[config.mk]
export PLATFORM = sky130hd
export DESIGN_NAME = text_cursor_writer
export DESIGN_NICKNAME = d
export VERILOG_FILES = /design/src/rtl/text_pkg.sv /design/src/rtl/thai_utf8_decoder.sv /design/src/rtl/text_cursor_writer.sv
export SDC_FILE = /design/constraint.sdc
export NUM_CORES = 1
export LEC_CHECK = 0
export CORE_MARGIN = 3
export CORE_UTILIZATION = 30
export DETAILED_ROUTE_END_ITERATION = 16
export PLACE_DENSITY = 0.53
export SKIP_CTS_REPAIR_TIMING = 1
export SYNTH_ARGS = -nofsm -noshare
export SYNTH_HDL_FRONTEND = slang
export SYNTH_SLANG_ARGS = --single-unit
[constraint.sdc]
create_clock -name clk -period 2.1 [get_ports clk]
set_input_delay 0.315 -clock clk [delete_from_list [all_inputs] [get_ports clk]]
set_output_delay 0.315 -clock clk [all_outputs]
set_load 0.02 [all_outputs]
[src/rtl/text_pkg.sv]
// Shared constants and state encoding for the text cursor writer and its Thai UTF-8 decoder.
package text_pkg;
    localparam logic [7:0] ASCII_CR   = 8'h0D;
    localparam logic [7:0] ASCII_LF   = 8'h0A;
    localparam logic [7:0] ASCII_BS   = 8'h08;
    localparam logic [7:0] ASCII_FF   = 8'h0C;
    localparam logic [7:0] UTF_LEAD   = 8'hE0;
    localparam logic [7:0] THAI_B2_LO = 8'hB8;
    localparam logic [7:0] THAI_B2_HI = 8'hB9;
    localparam logic [8:0] THAI_FLAG  = 9'h100;

    typedef enum logic [1:0] {IDLE, UTF_B2, UTF_B3, CLEAR} state_t;
endpackage

[src/rtl/thai_utf8_decoder.sv]
// Byte sequencer for Thai UTF-8 (E0 B8/B9 xx); claims every byte >= 0x80 and every byte mid-sequence.
module thai_utf8_decoder
    import text_pkg::*;
(
    input  logic       clk,
    input  logic       reset,
    input  logic       byte_valid,
    input  logic [7:0] byte_data,
    output logic       consumed,
    output logic       glyph_valid,
    output logic [8:0] glyph,
    output logic       lang,
    output logic       err
);
    state_t state;
    logic   hi;

    always_comb begin
        consumed    = 1'b0;
        glyph_valid = 1'b0;
        glyph       = 9'h000;
        lang        = 1'b0;
        err         = 1'b0;
        if (byte_valid) begin
            case (state)
                IDLE: begin
                    consumed = byte_data[7];
                    err      = byte_data[7] && (byte_data != UTF_LEAD);
                end
                UTF_B2: begin
                    consumed = 1'b1;
                    err      = (byte_data != THAI_B2_LO) && (byte_data != THAI_B2_HI);
                end
                UTF_B3: begin
                    consumed = 1'b1;
                    if (byte_data[7:6] == 2'b10) begin
                        glyph_valid = 1'b1;
                        glyph       = THAI_FLAG | {2'b00, hi, byte_data[5:0]};
                        lang        = 1'b1;
                    end else begin
                        err = 1'b1;
                    end
                end
                default: ;
            endcase
        end
    end

    always_ff @(posedge clk or posedge reset) begin
        if (reset) begin
            state <= IDLE;
        end else if (byte_valid) begin
            case (state)
                IDLE:    if (byte_data == UTF_LEAD) state <= UTF_B2;
                UTF_B2:  state <= ((byte_data == THAI_B2_LO) || (byte_data == THAI_B2_HI)) ? UTF_B3 : IDLE;
                default: state <= IDLE;
            endcase
        end
    end

    // Only meaningful while in UTF_B3, so it needs no reset.
    always_ff @(posedge clk) begin
        if (byte_valid && (state == UTF_B2)) hi <= (byte_data == THAI_B2_HI);
    end
endmodule

[src/rtl/text_cursor_writer.sv]
// Terminal-style cursor that turns a byte stream into character-RAM writes, with row/screen clearing.
module text_cursor_writer
    import text_pkg::*;
#(
    parameter int DATA_WIDTH = 9,
    parameter int ROWS       = 4,
    parameter int COLS       = 32
) (
    input  logic                    clk,
    input  logic                    reset,
    input  logic                    in_valid,
    input  logic [7:0]              in_data,
    output logic                    in_ready,
    output logic                    we,
    output logic [$clog2(ROWS)-1:0] w_row,
    output logic [$clog2(COLS)-1:0] w_col,
    output logic [DATA_WIDTH-1:0]   din,
    output logic                    langin,
    output logic [$clog2(ROWS)-1:0] cur_row,
    output logic [$clog2(COLS)-1:0] cur_col,
    output logic                    utf_err
);
    localparam int RW = $clog2(ROWS);
    localparam int CW = $clog2(COLS);
    localparam int NW = $clog2(ROWS * COLS) + 1;

    state_t              state;
    logic [NW-1:0]       clr_cnt;
    logic [NW-1:0]       clr_end;
    logic                accept;
    logic                consumed;
    logic                glyph_valid;
    logic [8:0]          glyph;
    logic                lang;
    logic                err;
    logic                char_valid;
    logic [DATA_WIDTH-1:0] char_code;
    logic [RW-1:0]       next_row;
    logic [NW-1:0]       row_base;

    assign in_ready = (state != CLEAR);
    assign accept   = in_valid && in_ready;

    thai_utf8_decoder u_dec (
        .clk         (clk),
        .reset       (reset),
        .byte_valid  (accept),
        .byte_data   (in_data),
        .consumed    (consumed),
        .glyph_valid (glyph_valid),
        .glyph       (glyph),
        .lang        (lang),
        .err         (err)
    );

    assign char_valid = glyph_valid ||
                        (accept && !consumed && (in_data >= 8'h20) && (in_data <= 8'h7E));
    assign char_code  = glyph_valid ? DATA_WIDTH'(glyph) : DATA_WIDTH'({1'b0, in_data});
    assign next_row   = (cur_row == RW'(ROWS - 1)) ? '0 : cur_row + 1'b1;
    // Clear counter is a linear cell index; COLS is a power of two so row/col are bit slices.
    assign row_base   = NW'({next_row, {CW{1'b0}}});

    always_ff @(posedge clk or posedge reset) begin
        if (reset) begin
            state   <= IDLE;
            cur_row <= '0;
            cur_col <= '0;
            we      <= 1'b0;
            w_row   <= '0;
            w_col   <= '0;
            din     <= '0;
            langin  <= 1'b0;
            utf_err <= 1'b0;
            clr_cnt <= '0;
            clr_end <= '0;
        end else begin
            we      <= 1'b0;
            utf_err <= 1'b0;
            if (state == CLEAR) begin
                if (clr_cnt == clr_end) begin
                    state <= IDLE;
                end else begin
                    we      <= 1'b1;
                    w_row   <= clr_cnt[CW +: RW];
                    w_col   <= clr_cnt[CW-1:0];
                    din     <= '0;
                    langin  <= 1'b0;
                    clr_cnt <= clr_cnt + 1'b1;
                end
            end else if (accept) begin
                utf_err <= err;
                if (char_valid) begin
                    we     <= 1'b1;
                    w_row  <= cur_row;
                    w_col  <= cur_col;
                    din    <= char_code;
                    langin <= lang;
                    if (cur_col == CW'(COLS - 1)) begin
                        cur_col <= '0;
                        cur_row <= next_row;
                        state   <= CLEAR;
                        clr_cnt <= row_base;
                        clr_end <= row_base + NW'(COLS);
                    end else begin
                        cur_col <= cur_col + 1'b1;
                    end
                end else if (!consumed) begin
                    case (in_data)
                        ASCII_CR: cur_col <= '0;
                        ASCII_LF: begin
                            cur_col <= '0;
                            cur_row <= next_row;
                            state   <= CLEAR;
                            clr_cnt <= row_base;
                            clr_end <= row_base + NW'(COLS);
                        end
                        ASCII_BS: begin
                            if (cur_col != '0) begin
                                cur_col <= cur_col - 1'b1;
                                we      <= 1'b1;
                                w_row   <= cur_row;
                                w_col   <= cur_col - 1'b1;
                                din     <= '0;
                                langin  <= 1'b0;
                            end
                        end
                        ASCII_FF: begin
                            cur_row <= '0;
                            cur_col <= '0;
                            state   <= CLEAR;
                            clr_cnt <= '0;
                            clr_end <= NW'(ROWS * COLS);
                        end
                        default: ;
                    endcase
                end
            end
        end
    end
endmodule

**After elaboration in Yosys (flattened, before gate mapping)**

Cells that the tools add are included.

- Register bits after elaboration: 47
- Input port bits: 11
- Output and inout port bits: 27

- Add/subtract/negate cells: 5
- Magnitude comparators: 2
- Equal/unequal tests: 26
- Multiplexer cells: 77
- Bitwise operators: 1
- Reductions and logical operators: 28

Operators by type and width:

| operator | count |
|---|---|
| 9-bit 2-to-1 mux | 10 |
| 8-bit 2-to-1 mux | 9 |
| 5-bit 2-to-1 mux | 10 |
| 2-bit 2-to-1 mux | 20 |
| 8-bit by 4-bit == test with 1-bit output (second input constant) | 4 |
| 8-bit one-hot mux with 2 select lines | 2 |
| 5-bit AND reduction | 5 |
| 8-bit == test (second input constant) | 3 |
| 8-bit != test (second input constant) | 3 |
| 1-bit 2-to-1 mux | 21 |
| 3-bit nonzero test | 5 |
| 5-bit one-hot mux with 2 select lines | 1 |
| 7-bit by 6-bit adder with 8-bit output (second input constant) | 1 |
| 8-bit by 1-bit adder with 8-bit output (second input constant) | 1 |
| 2-bit == test (second input constant) | 4 |
| 8-bit == test | 1 |
| 8-bit by 6-bit >= comparator with 1-bit output (second input constant) | 1 |
| 8-bit by 7-bit <= comparator with 1-bit output (second input constant) | 1 |
| 2-bit by 1-bit != test with 1-bit output (second input constant) | 4 |
| 2-bit one-hot mux with 2 select lines | 2 |
| 1-bit logical AND | 7 |
| 3-bit by 1-bit != test with 1-bit output (second input constant) | 2 |
| 5-bit by 1-bit adder with 5-bit output (second input constant) | 1 |
| 5-bit == test (second input constant) | 1 |
| other kinds (17) | 20 |

**Depth between registers and ports, before layout**

Gate-level depths: netlist of run 1.

- Word-level depth: 12
- Mapped depth: 11

**Cells and area by module**

Synthesis of run 1 repeated with hierarchy kept, for this count alone.

- Cells, all modules: 311
- Area total of the unflattened synthesis: 2944.1 µm²

By module, submodules not included:

| module | instances | cells each | area each (µm²) | seq. area each (µm²) |
|---|---|---|---|---|
| text_cursor_writer | 1 | 264 | 2542.4 | 950.9 |
| thai_utf8_decoder | 1 | 47 | 401.6 | 80.1 |

**Worst setup path after synthesis of run 1**

OpenSTA, ideal clock, no wires.

- Path kind: reg2reg
- Start: register cur_col[0]
- End: register w_col[0]
- Arrival: 2153 ps
- Required time: 1975 ps
- Slack: -178 ps
- Cell stages (with the launch flop): 8
- Cells stage by stage: dfrtp_1 inv_1 ha_1 or4b_1 and4_4 o31ai_4 inv_4 mux2_4

- Cells in the longest elaborated chain, start to end: 7

Ends and longest elaborated chain:

| item | line | RTL |
|---|---|---|
| start: declaration | text_cursor_writer.sv:20 | `output logic [$clog2(COLS)-1:0] cur_col,` |
| start signal: assignment | text_cursor_writer.sv:105 | `cur_col <= cur_col + 1'b1;` |
| start signal: assignment | text_cursor_writer.sv:119 | `cur_col <= cur_col - 1'b1;` |
| 5-bit by 1-bit subtractor with 5-bit output | text_cursor_writer.sv:122 | `w_col <= cur_col - 1'b1;` |
| 5-bit 2-to-1 mux | text_cursor_writer.sv:118 | `if (cur_col != '0) begin` |
| 5-bit 2-to-1 mux | text_cursor_writer.sv:108 | `case (in_data)` |
| 5-bit 2-to-1 mux | text_cursor_writer.sv:107 | `end else if (!consumed) begin` |
| 5-bit 2-to-1 mux | text_cursor_writer.sv:92 | `if (char_valid) begin` |
| 5-bit 2-to-1 mux | text_cursor_writer.sv:90 | `end else if (accept) begin` |
| 5-bit 2-to-1 mux | text_cursor_writer.sv:79 | `if (state == CLEAR) begin` |
| end signal: assignment | text_cursor_writer.sv:85 | `w_col <= clr_cnt[CW-1:0];` |
| end signal: assignment | text_cursor_writer.sv:95 | `w_col <= cur_col;` |
| end signal: assignment | text_cursor_writer.sv:122 |  |
| end: declaration | text_cursor_writer.sv:16 | `output logic [$clog2(COLS)-1:0] w_col,` |

Parallel ways exist; a longest one is shown, timed or not. The select of a mux whose other input is x is not followed.
A chain may end at the register's enable or synchronous reset.

**Worst setup path after layout of run 1**

- Start: input in_data[5]
- End: register clr_end[6]

- Cells in the longest elaborated chain, start to end: 6

Ends and longest elaborated chain:

| item | line | RTL |
|---|---|---|
| start: declaration | text_cursor_writer.sv:12 | `input logic [7:0] in_data,` |
| 8-bit by 6-bit >= comparator with 1-bit output | text_cursor_writer.sv:57 | `(accept && !consumed && (in_data >= 8'h20) && (in_data <= 8'h7E));` |
| 1-bit logical AND (2 in series) | text_cursor_writer.sv:57 |  |
| 1-bit logical OR | text_cursor_writer.sv:56 | `assign char_valid = glyph_valid \|\|` |
| 2-bit by 1-bit != test with 1-bit output (no line) / 3-bit nonzero test (equally long branches) | - |  |
| 5-bit AND reduction (no line) | - |  |
| end signal: assignment | text_cursor_writer.sv:103 | `clr_end <= row_base + NW'(COLS);` |
| end signal: assignment | text_cursor_writer.sv:115 | `clr_end <= row_base + NW'(COLS);` |
| end signal: assignment | text_cursor_writer.sv:132 | `clr_end <= NW'(ROWS * COLS);` |
| end: declaration | text_cursor_writer.sv:29 | `logic [NW-1:0] clr_end;` |

Parallel ways exist; a longest one is shown, timed or not. The select of a mux whose other input is x is not followed.

==> results of run 1 <==
how the worst max path moves through the flow:
stage	startpoint	end	slack [ns]	depth (start not counted)
after floorplan	cur_col[0]	w_col[0]	-0.02	7
after global placement	in_data[6]	clr_cnt[3]	-0.35	9
after detailed placement	in_data[5]	clr_cnt[3]	-0.34	9
after CTS	u_dec.state[0]	clr_cnt[3]	-0.13	10
after global routing	u_dec.state[1]	w_col[3]	-0.07	10
final	in_data[5]	clr_end[6]	0.04	8
cell usage in the layout, fill, tap and decap left out, types with 9 or more instances in the layout:
cell type / synthesis / routed
ha_1: 13 / 9
inv_1: 15 / 9
clkdlybuf4s50_1: 0 / 34
buf_6: 2 / 11
nor2_1: 24 / 17
buf_4: 1 / 53
dfrtp_1: 39 / 35
nand2_1: 15 / 15
where the power goes:
| part | total (mW) | switching [mW] | leakage (nW) | internal (mW) |
|---|---|---|---|---|
| sequential | 1.22 | 0.199 | 0.485 | 1.02 |
| clock | 0.664 | 0.306 | 0.0548 | 0.358 |
| combinational | 2.09 | 1.00 | 1.13 | 1.09 |
stage by stage:
step / TNS (ns) / utilization (%) / power [mW]
final: 0 / 49.8 / 3.98
after global routing: -0.488 / 49.8 / 4.25
after CTS: -1.02 / 45.2 / 3.71
after detailed placement: -9.96 / 43.7 / 3.03
after global placement: -8.70 / 43.7 / 3.04
after floorplan: -0.0218 / - / 2.23
per-layer routing:
| layer | track usage, % | wire (um) | vias up |
|---|---|---|---|
| met5 | 0 | 0 | - |
| met4 | 4.33 | 46 | 0 |
| met3 | 3.03 | 215 | 2 |
| met2 | 21.1 | 2890 | 34 |
| met1 | 20.6 | 3140 | 1011 |
| li1 | - | - | 1058 |
cell usage after synthesis, drive strengths merged:
master / number / area share (%)
dfrtp: 39 / 41
nor2: 24 / 3.8
inv: 16 / 2.6
nand2: 15 / 2.4
ha: 13 / 6.9
a21oi: 12 / 2.5
nor3: 12 / 2.5
o21ai: 9 / 2.1
a22o: 8 / 3.0
xor2: 8 / 3.0
nand2b: 7 / 2.2
a21o: 6 / 2.0
and3: 6 / 1.6
buf: 6 / 1.9
clkbuf: 4 / 0.64
nand3: 4 / 0.85
o31ai: 4 / 2.4
xnor2: 4 / 1.5
a2111oi: 3 / 1.4
a221oi: 3 / 1.1
a31oi: 3 / 0.79
mux2i: 3 / 1.3
o22ai: 3 / 0.79
o2bb2ai: 3 / 1.1
a221o: 2 / 0.85
and2: 2 / 0.53
and4: 2 / 0.85
mux2: 2 / 1.1
nand4: 2 / 0.53
nor2b: 2 / 0.53
nor3b: 2 / 0.85
nor4: 2 / 0.53
a211oi: 1 / 0.32
a21boi: 1 / 0.32
a41oi: 1 / 0.69
and2b: 1 / 0.37
and4b: 1 / 0.42
edfxtp: 1 / 1.3
nor4b: 1 / 0.37
o21bai: 1 / 0.32
or4b: 1 / 0.42
state kept, by name, summed over array words and instances (netlist names):
register     count
w_row            2
we               1
utf_err          1
u_dec.hi         1
clr_end          3
din              8
cur_row          2
langin           1
state            1
cur_col          5
u_dec.state      2
w_col            5
clr_cnt          8
area by class of cell:
type | count | area [sq um] | share of cell area (%)
multi-input cells | 174 | 1470 | 39.7
flip-flops and latches | 40 | 1010 | 27.3
repair buffers | 103 | 920 | 24.8
well taps | 99 | 124 | 3.34
clock buffers | 5 | 68.8 | 1.86
inverters | 16 | 65.1 | 1.75
clock inverters | 3 | 46.3 | 1.25
kinds of logic after synthesis:
logic type	share of synthesized area, %
fa+ha+maj	6.89
compound gates	19.7
buf+inv	5.19
mux	2.38
simple gates	18.8
flops	42.6
xor+xnor	4.45
critical path: cells and delay by family:
kind / cells / cell delay (ns)
and+or+nand+nor: 2 / 0.37
buffers and inverters: 3 / 0.92
AOI/OAI and AO/OA: 3 / 0.67
==> impl_results.md, run 1 <==
* Pwr Density at ~1100 mW/mm^2
* Pre-Repair DR Iteration Count at 4
* Setup Crit Path Kind: in -> reg
* Status: finished clean
* Number of global-route vias before repair at 2002
* Worst-Margin Slew at 0.518 ns
* Cells after Synth at 240
* Static leakage at 1.67 nW
* Initial antenna violation count at 0
* Worst-path maximum fanout at 8
* Crit-path most repeated cell: buf_4
* DRC at 0
* Overall Global Routing Usage at between 10 and 15%
* Final Cell Area at about 0.0037 sq mm
* Clk_lat worst skew at approximately 0.30 ns
* Max-cap violations at 0
* Total wire length at roughly 6300 um
* WP data required at 2.31 ns
* Core Area at about 0.0074 sq mm
* Full die area at 0.00897 sq mm
* Synth cell types at between 50 and 60
* HPWL after DPL at around 4600 um
* Htree depth at 2
* Ys Warns at 0
* Vias at about 2100
* Reg2Reg Depth at 8
* CP arrival at between 2 and 2.5 ns
* Period utilisation layout at between 90% and 100%
* Mapped Nets at approximately 260
* Total grt overflow at 0
* Endpoints failing setup at 0
* Buffers on Ports at 37
* Die H at roughly 95 um
* Initial core utilization at between 30% and 40%
* # fillers at ~700
* Final Hold Viols at 0
* CP max-delay cell: clkdlybuf4s50_1
* Largest net degree at the start of global routing at 40
* Avg Cell Area, Syn at between 9 and 10 sq um
* CP startpoint kind: input port
* Clk_skew at approximately 0.012 ns
* Row count at 31
* I/O Pins at 38
* Worst Hold Slack at about 0.44 ns
* CTS tree: built
* Peak supply drop at around 690 uV
* Peak Freq at about 490 MHz
* Post-route insts no fill at between 400 and 500
* N_diodes at 0
* CTS max path bufs at 2
* Cell chain of the critical path: clkdlybuf4s50_1 -> nor2_1 -> a2111oi_4 -> and3_4 -> buf_4 -> o21ai_4 -> buf_4 -> o31ai_2
* Clock slew at reported path FFs at ~0.09 ns
* Synthesized area at roughly 0.0024 sq mm
* Final GP Congestion at ~0.8
* Worst r2r dst: clr_cnt[5]
* Vias/cell at 4.78
* Placed Area at about 0.0033 sq mm
* Final ANT Viol Nets at 0
* Slew Viols, Final at 0
* Post-placement cell count at 422
* Seq/Total Area, Yosys at ~43%
* Synth Register Bits at 40
* DR iter-0 viols at 92
* Tightest Hold Check Type: in -> async
* Place WS at -0.339 ns
* First-pass GRT wire length at approximately 10000 um
* Final worst slack at about 0.040 ns
* CP endpoint kind: flop
* Fraction of layout cells with a size suffix above 1 at between 30% and 40%
* Num CTS Buffers at 5
* CTS Root Buffer Type: clkbuf_8
* WL per Instance at around 14 um
* Relative slew slack at 65.5%
* Layout area overhead at 57.1%
* Post-layout min period at around 2.1 ns
* R2r startpoint: cur_col[0]
* Sink Count at 40
* Slowest cell delay on critical path at slightly above 0.6 ns
* FF-to-FF setup slack at around 0.040 ns
* Fin nets at ~360
* Overall die width at roughly 95 um
* Unrepaired setup endpoints after global routing: true
Note: power is estimated with default switching activity, not from simulation.
==> inputs of run 2 (changes only) <==
--- a/config.mk
+++ b/config.mk
@@ -7,9 +7,12 @@
 export LEC_CHECK = 0
 export CORE_MARGIN = 3
 export CORE_UTILIZATION = 30
+export CTS_CLUSTER_SIZE = 12
 export DETAILED_ROUTE_END_ITERATION = 16
-export PLACE_DENSITY = 0.53
+export GPL_ROUTABILITY_DRIVEN = 0
+export PLACE_DENSITY = 0.51
 export SKIP_CTS_REPAIR_TIMING = 1
 export SYNTH_ARGS = -nofsm -noshare
 export SYNTH_HDL_FRONTEND = slang
+export SYNTH_HIERARCHICAL = 1
 export SYNTH_SLANG_ARGS = --single-unit
==> run 2 against run 1 <==
Against the previous run: the flow now finishes with violations (negative setup slack); fmax is 6.2% lower; worst setup slack worse by 0.14 ns; global-route usage rose by 0.69 points; hold slack lost 0.23 ns; clock-buffer cell count grew 1; sequential power is essentially flat; clock power is 24% lower; sequential share of layout area fell by 4.0 points; critical path type is now reg -> reg; combinational power about the same; non-clock buffer count is 17 higher; via count grew 27%.
==> impl_results.md, run 2 <==
* Status: finished with violations (was finished clean)
* Failing checks: negative setup slack
* Number of flops mapped to enable cells by yosys at 1 (unchanged)
* Max-cap violations at 0 (unchanged)
* Initial antenna violation count at 0 (unchanged)
* CP arrival at 2.39 ns (was 2.27 ns)
* Final Hold Viols at 0 (unchanged)
* Flop pwr share at 31.9% (was 30.7%)
* Row count at 35 (was 31)
* Top sig layer: met4 (unchanged)
* Pwr Density at 862 mW/mm^2 (was 1070 mW/mm^2)
* CP startpoint kind: flop (was input port)
* Final core occ at 47.5% (was 49.8%)
* Reg with most FFs: din
* Dominant cell type by area after synthesis: dfrtp_1 (unchanged)
* Total wire length at 8500 um (was 6290 um)
* Largest register FFs at 9
* Cells after Synth at 311 (was 240)
* Placed Area at 0.00402 sq mm (was 0.00325 sq mm)
* CTS Root Buffer Type: clkbuf_8 (unchanged)
* Most frequent cells in the layout: buf_4, dfrtp_1, clkdlybuf4s50_1, nor2_1, nand2_1 (unchanged)
* Place WS at -0.498 ns (was -0.339 ns)
* Int Pwr at 2.33 mW (was 2.47 mW)
* Clk_lat worst skew at 0.30 ns (about the same)
* Layout area overhead at 51.2% (was 57.1%)
* Final ANT Viol Nets at 0 (unchanged)
* Ys async rst share at 97.6% (was 97.5%)
* Peak Freq at 456 MHz (was 485 MHz)
* Vias/cell at 4.86 (was 4.78)
* Synth Register Bits at 41 (was 40)
* Total grt overflow at 0 (unchanged)
* Htree depth at 2 (unchanged)
* Met2 wire len at 3770 um (was 2890 um)
* DR iter-0 viols at 141 (was 92)
* Leading cell type in the layout, fill and taps excluded: buf_4 (unchanged)
* Synthesized area at 0.00294 sq mm (was 0.00236 sq mm)
* Psw at 1.50 mW (was 1.51 mW)
* Tightest Hold Check Type: in -> async (unchanged)
* Synth top area share at 34.0% (was 41.3%)
* Switching Fraction at 39.2% (was 37.9%)
* Synth top cells by count: dfrtp_1, nor2_1, inv_1, nand2_1 (was dfrtp_1, nor2_1, inv_1, nand2_1, ha_1)
* DRT met1 WL at 4390 um (was 3140 um)
* Clk_skew at 0.0110 ns (was 0.0119 ns)
* Unrepaired setup endpoints after global routing: true (unchanged)
* Initial core utilization at 31.4% (was 31.7%)
* Static leakage at 1.94 nW (was 1.67 nW)
* HPWL after DPL at 6130 um (was 4580 um)
* Peak supply drop at 536 uV (was 690 uV)
* Avg Cell Area, Syn at 9.47 sq um (was 9.84 sq um)
* Full die area at 0.0110 sq mm (was 0.00897 sq mm)
* Setup Crit Path Kind: reg -> reg (was in -> reg)
* Logic pwr share at 54.9% (was 52.6%)
* Overall die width at 105 um (was 94.7 um)
* CP endpoint kind: flop (unchanged)
* Final Power at 3.83 mW (was 3.98 mW)
* Post-layout min period at 2.20 ns (was 2.06 ns)
* Number of global-route vias before repair at 2597 (was 2002)
* Post-placement cell count at 536 (was 422)
* Endpoints failing setup at 22 (was 0)
* CTS tree: built (unchanged)
* Clk pwr share at 13.2% (was 16.7%)
* WL per Instance at 15.4 um (was 14.3 um)
* Dominant cell by count in the synthesized netlist: dfrtp_1 (unchanged)
* Biggest regs: din x9, clr_cnt x8 (was clr_cnt x8, din x8)
* First-pass GRT wire length at 13300 um (was 9870 um)
* Synth cell types at 62 (was 53)
* Pre-Repair DR Iteration Count at 4 (unchanged)
* DRC at 0 (unchanged)
* Vias at 2678 (was 2105)
* Clock slew at reported path FFs at 0.09 ns (about the same)
* Ys Warns at 6 (was 0)
* Fraction of layout cells with a size suffix above 1 at 36.5% (was 38.7%)
* Num CTS Buffers at 5 (unchanged)
* Die H at 105 um (was 94.7 um)
* WP data required at 2.29 ns (was 2.31 ns)
* Fin nets at 445 (was 364)
* Final TNS setup at -1.43 ns (was 0 ns)
* Slew Viols, Final at 0 (unchanged)
* N_diodes at 0 (unchanged)
* Core Area at 0.00937 sq mm (was 0.00745 sq mm)
* Ys flop type: dfrtp_1 (unchanged)
* Post-route insts no fill at 551 (was 440)
* Period utilisation layout at 105% (was 98.1%)
* Met3 Wirelength at 233 um (was 215 um)
* Sink Count at 41 (was 40)
* Largest net degree at the start of global routing at 38 (was 40)
* Final worst slack at -0.0953 ns (was 0.0398 ns)
* Seq/Total Area, Yosys at 35.0% (was 42.6%)
* CTS max path bufs at 2 (unchanged)
* Mapped Nets at 334 (was 264)
* Buffers on Ports at 37 (unchanged)
* Worst-path maximum fanout at 5 (was 8)
* Synth top area cells: dfrtp_1, ha_1, mux2i_1, mux2_4, and2_1 (was dfrtp_1, ha_1, nor2_1, a22o_1, xor2_1)
* I/O Pins at 38 (unchanged)
* Worst Hold Slack at 0.208 ns (was 0.436 ns)
* Overall Global Routing Usage at 14.9% (was 14.2%)
* Final Cell Area at 0.00445 sq mm (was 0.00371 sq mm)
-- run 2: cell types whose count changed in the layout (fill, tap and decap cells not counted), sizes merged, moves of 6 or more --
cell / previous run / this run
o21ai: 9 / 15
mux2i: 3 / 15
buf: 66 / 82
nor2b: 2 / 9
nor3: 12 / 5
mux2: 2 / 15
xor2: 8 / 1
and2: 2 / 15
o211ai: 0 / 7
-- run 2: worst max-delay path, cell delays in order (launching register included) --
cell and delay [ns]:
dfrtp_2 0.45, buf_6 0.13, ha_4 0.14, nand2b_4 0.14, nor2_4 0.14, nor2_4 0.06, o211ai_4 0.12, o21ai_4 0.08
o32a_4 0.36, clkbuf_16 0.17, mux2_4 0.29
-- run 2: kinds of logic after synthesis --
family	after synthesis	synth area share [%]
compound gates	67	17.5
xor+xnor	7	2.08
fa+ha+maj	12	5.10
buf+inv	39	6.29
flops	41	35.0
mux	30	11.7
other cells	1	0.127
simple gates	114	22.1
-- run 2: path summary, 6_finish.rpt --
path | startpoint | end | slack (ns) | cells past startpoint
setup reg to reg | u_dec/state[1] | din[7] | -0.1 | 10
min in group clk | din[0] | din[0] | 0.51 | 1
setup / recovery | u_dec/state[1] | din[7] | -0.1 | 10
hold reg to reg | din[0] | din[0] | 0.51 | 1
hold / removal | reset | din[6] | 0.21 | 2
max in group asynchronous | reset | cur_col[0] | 1.22 | 3
-- run 2: area by class of cell --
cell class | instances | area [sq um]
Clock inverter | 1 | 5.00
Tap cell | 129 | 161
Clock buffer | 6 | 72.6
Inverter | 23 | 111
Fill cell | 922 | 4920
Multi-Input combinational cell | 231 | 2010
Timing Repair Buffer | 120 | 1060
Sequential cell | 41 | 1030
-- run 2: power groups by stage --
stage | Combinational, mW | Sequential [mW] | Clock [mW]
floorplan | 0.904 | 1.38 | 0
global placement | 1.92 | 1.22 | 0
detailed placement | 1.94 | 1.22 | 0
CTS | 1.95 | 1.21 | 0.534
global route | 2.28 | 1.27 | 0.556
finish | 2.10 | 1.22 | 0.506
-- run 2: metal layers --
metal / vias up / GRT usage, %
met4: 0 / 4.03
met2: 55 / 21.8
li1: 1339 / -
met3: 6 / 2.53
met1: 1278 / 22.4
met5: - / 0
==> inputs of run 3 (changes only) <==
--- a/config.mk
+++ b/config.mk
@@ -10,9 +10,9 @@
 export CTS_CLUSTER_SIZE = 12
 export DETAILED_ROUTE_END_ITERATION = 16
 export GPL_ROUTABILITY_DRIVEN = 0
-export PLACE_DENSITY = 0.51
+export MAX_ROUTING_LAYER = met4
+export PLACE_DENSITY = 0.53
 export SKIP_CTS_REPAIR_TIMING = 1
 export SYNTH_ARGS = -nofsm -noshare
 export SYNTH_HDL_FRONTEND = slang
-export SYNTH_HIERARCHICAL = 1
 export SYNTH_SLANG_ARGS = --single-unit
==> run 3 against run 2 <==
Against the previous run: the run now ends clean; fmax increased by 6.8%; routed wire length down 26%; combinational power hardly changed; non-clock buffer count down 17; hold slack gained 0.23 ns; clock skew increased by 0.0023 ns; register-to-register slack better by 0.15 ns; sequential share of layout area rose by 4.0 points; global-route usage shrank 0.28 points; largest cell class unchanged; highest routed layer unchanged.
==> impl_results.md, run 3 (same netlist as run 1, synthesis figures left out) <==
* Status: finished clean (was finished with violations)
* Crit-path most repeated cell: buf_4 (was nor2_4)
* CP arrival at 2.27 ns (was 2.39 ns)
* WL per Instance at 14.3 um (was 15.4 um)
* Slowest cell delay on critical path at 0.62 ns (was 0.45 ns)
* Largest net degree at the start of global routing at 40 (was 38)
* I/O Pins at 38 (unchanged)
* Static leakage at 1.67 nW (was 1.94 nW)
* N_diodes at 0 (unchanged)
* Fraction of layout cells with a size suffix above 1 at 38.7% (was 36.5%)
* Final Cell Area at 0.00371 sq mm (was 0.00445 sq mm)
* Cell family with most CP delay: buffers and inverters (was compound AO/OA/AOI/OAI gates)
* Unrepaired setup endpoints after global routing: true (unchanged)
* Buffers on Ports at 37 (unchanged)
* Setup Crit Path Kind: in -> reg (was reg -> reg)
* DRC at 0 (unchanged)
* DR iter-0 viols at 108 (was 141)
* Number of global-route vias before repair at 2004 (was 2597)
* CP startpoint kind: input port (was flop)
* Clk_lat worst skew at 0.31 ns (was 0.30 ns)
* Post-layout min period at 2.06 ns (was 2.20 ns)
* Endpoints failing setup at 0 (was 22)
* Full die area at 0.00897 sq mm (was 0.0110 sq mm)
* Vias/cell at 4.78 (was 4.86)
* Total wire length at 6290 um (was 8500 um)
* Peak Freq at 487 MHz (was 456 MHz)
* Slew Viols, Final at 0 (unchanged)
* Worst-path maximum fanout at 8 (was 5)
* Leading cell type in the layout, fill and taps excluded: buf_4 (unchanged)
* Initial core utilization at 31.7% (was 31.4%)
* Sink Count at 40 (was 41)
* Htree depth at 2 (unchanged)
* R2r startpoint: cur_col[0] (was u_dec/state[1])
* Placed Area at 0.00325 sq mm (was 0.00402 sq mm)
* First-pass GRT wire length at 9860 um (was 13300 um)
* Clk_skew at 0.0132 ns (was 0.0110 ns)
* Layout area overhead at 57.1% (was 51.2%)
* Row count at 31 (was 35)
* CP endpoint kind: flop (unchanged)
* Total grt overflow at 0 (unchanged)
* Overall die width at 94.7 um (was 105 um)
* Tightest Hold Check Type: in -> async (unchanged)
* Relative slew slack at around two thirds
* Overall Global Routing Usage at 14.6% (was 14.9%)
* Num CTS Buffers at 5 (unchanged)
* Core Area at 0.00745 sq mm (was 0.00937 sq mm)
* Pwr Density at 1070 mW/mm^2 (was 862 mW/mm^2)
* Cell chain of the critical path: clkdlybuf4s50_1 -> nor2_1 -> a2111oi_4 -> and3_4 -> buf_4 -> o21ai_4 -> buf_4 -> o31ai_2 (was buf_6 -> ha_4 -> nand2b_4 -> nor2_4 -> nor2_4 -> o211ai_4 -> o21ai_4 -> o32a_4 -> clkbuf_16 -> mux2_4)
* Biggest regs: clr_cnt x8, din x8 (was din x9, clr_cnt x8)
* Final ANT Viol Nets at 0 (unchanged)
* Most frequent cells in the layout: buf_4, dfrtp_1, clkdlybuf4s50_1, nor2_1, nand2_1 (unchanged)
* HPWL after DPL at 4580 um (was 6130 um)
* Critical path buffers and inverters at 3 (was 2)
* FF-to-FF setup slack at 0.05 ns (was -0.1 ns)
* Max-cap violations at 0 (unchanged)
* Worst-Margin Slew at 0.519 ns
* Initial antenna violation count at 0 (unchanged)
* CTS Root Buffer Type: clkbuf_8 (unchanged)
* Final Hold Viols at 0 (unchanged)
* CTS max path bufs at 2 (unchanged)
* Period utilisation layout at 97.9% (was 105%)
* # fillers at 695 (was 922)
* CP max-delay cell: clkdlybuf4s50_1 (was dfrtp_2)
* CTS tree: built (unchanged)
* Reg2Reg Depth at 8 (was 10)
* Worst r2r dst: clr_cnt[5] (was din[7])
* Vias at 2103 (was 2678)
* WP data required at 2.31 ns (was 2.29 ns)
* Clock slew at reported path FFs at 0.10 ns (was 0.09 ns)
* Die H at 94.7 um (was 105 um)
* Peak supply drop at 689 uV (was 536 uV)
* Fin nets at 364 (was 445)
* Pre-Repair DR Iteration Count at 4 (unchanged)
* Worst Hold Slack at 0.434 ns (was 0.208 ns)
## run 3: worst max-delay path by stage
stage | from | end | slack [ns] | depth (start not counted)
floorplan | cur_col[0] | w_col[0] | -0.02 | 7
global placement | in_data[6] | clr_cnt[3] | -0.35 | 9
detailed placement | in_data[5] | clr_cnt[3] | -0.34 | 9
CTS | u_dec.state[0] | clr_cnt[3] | -0.13 | 10
global route | u_dec.state[1] | w_col[3] | -0.07 | 10
finish | in_data[5] | clr_end[6] | 0.04 | 8
## run 3: layout make-up
type / count / area (sq um) / area share (%)
tap: 99 / 124 / 3.34
sequential: 40 / 1010 / 27.3
clock inverter: 3 / 46.3 / 1.25
multi-input combinational: 174 / 1470 / 39.7
timing repair buffer: 103 / 920 / 24.8
clock buffer: 5 / 68.8 / 1.86
inverter: 16 / 65.1 / 1.75
## run 3: worst register-to-register path, delay by kind of cell, from the launching register on
kind            cells  cell delay [ns]
compound gates      3             0.64
flops               1             0.44
fa+ha+maj           2             0.43
simple gates        2             0.29
buf+inv             1             0.15
## run 3: power by group
group | switching [mW] | total [mW] | internal [mW]
registers | 0.200 | 1.22 | 1.02
clock network | 0.308 | 0.667 | 0.358
logic | 0.999 | 2.09 | 1.09
total | 1.51 | 3.98 | 2.47
## run 3: through the flow
stage | instances | util (%) | setup slack [ns] | setup TNS [ns] | power [mW]
after floorplan | 240 | - | -0.0218 | -0.0218 | 2.23
after global placement | 422 | 43.7 | -0.354 | -8.70 | 3.04
after detailed placement | 422 | 43.7 | -0.339 | -9.96 | 3.03
after CTS | 430 | 45.2 | -0.135 | -1.02 | 3.71
after global routing | 440 | 49.8 | -0.0707 | -0.488 | 4.25
final | 440 | 49.8 | 0.0446 | 0 | 3.98
## run 3: metal layers
layer | global-route usage (%) | wire, um | vias to the layer above
met2 | 21.1 | 2860 | 35
met4 | 4.33 | 84 | 0
met3 | 2.95 | 221 | 6
met5 | - | 0 | -
met1 | 20.6 | 3120 | 1005
li1 | - | - | 1057
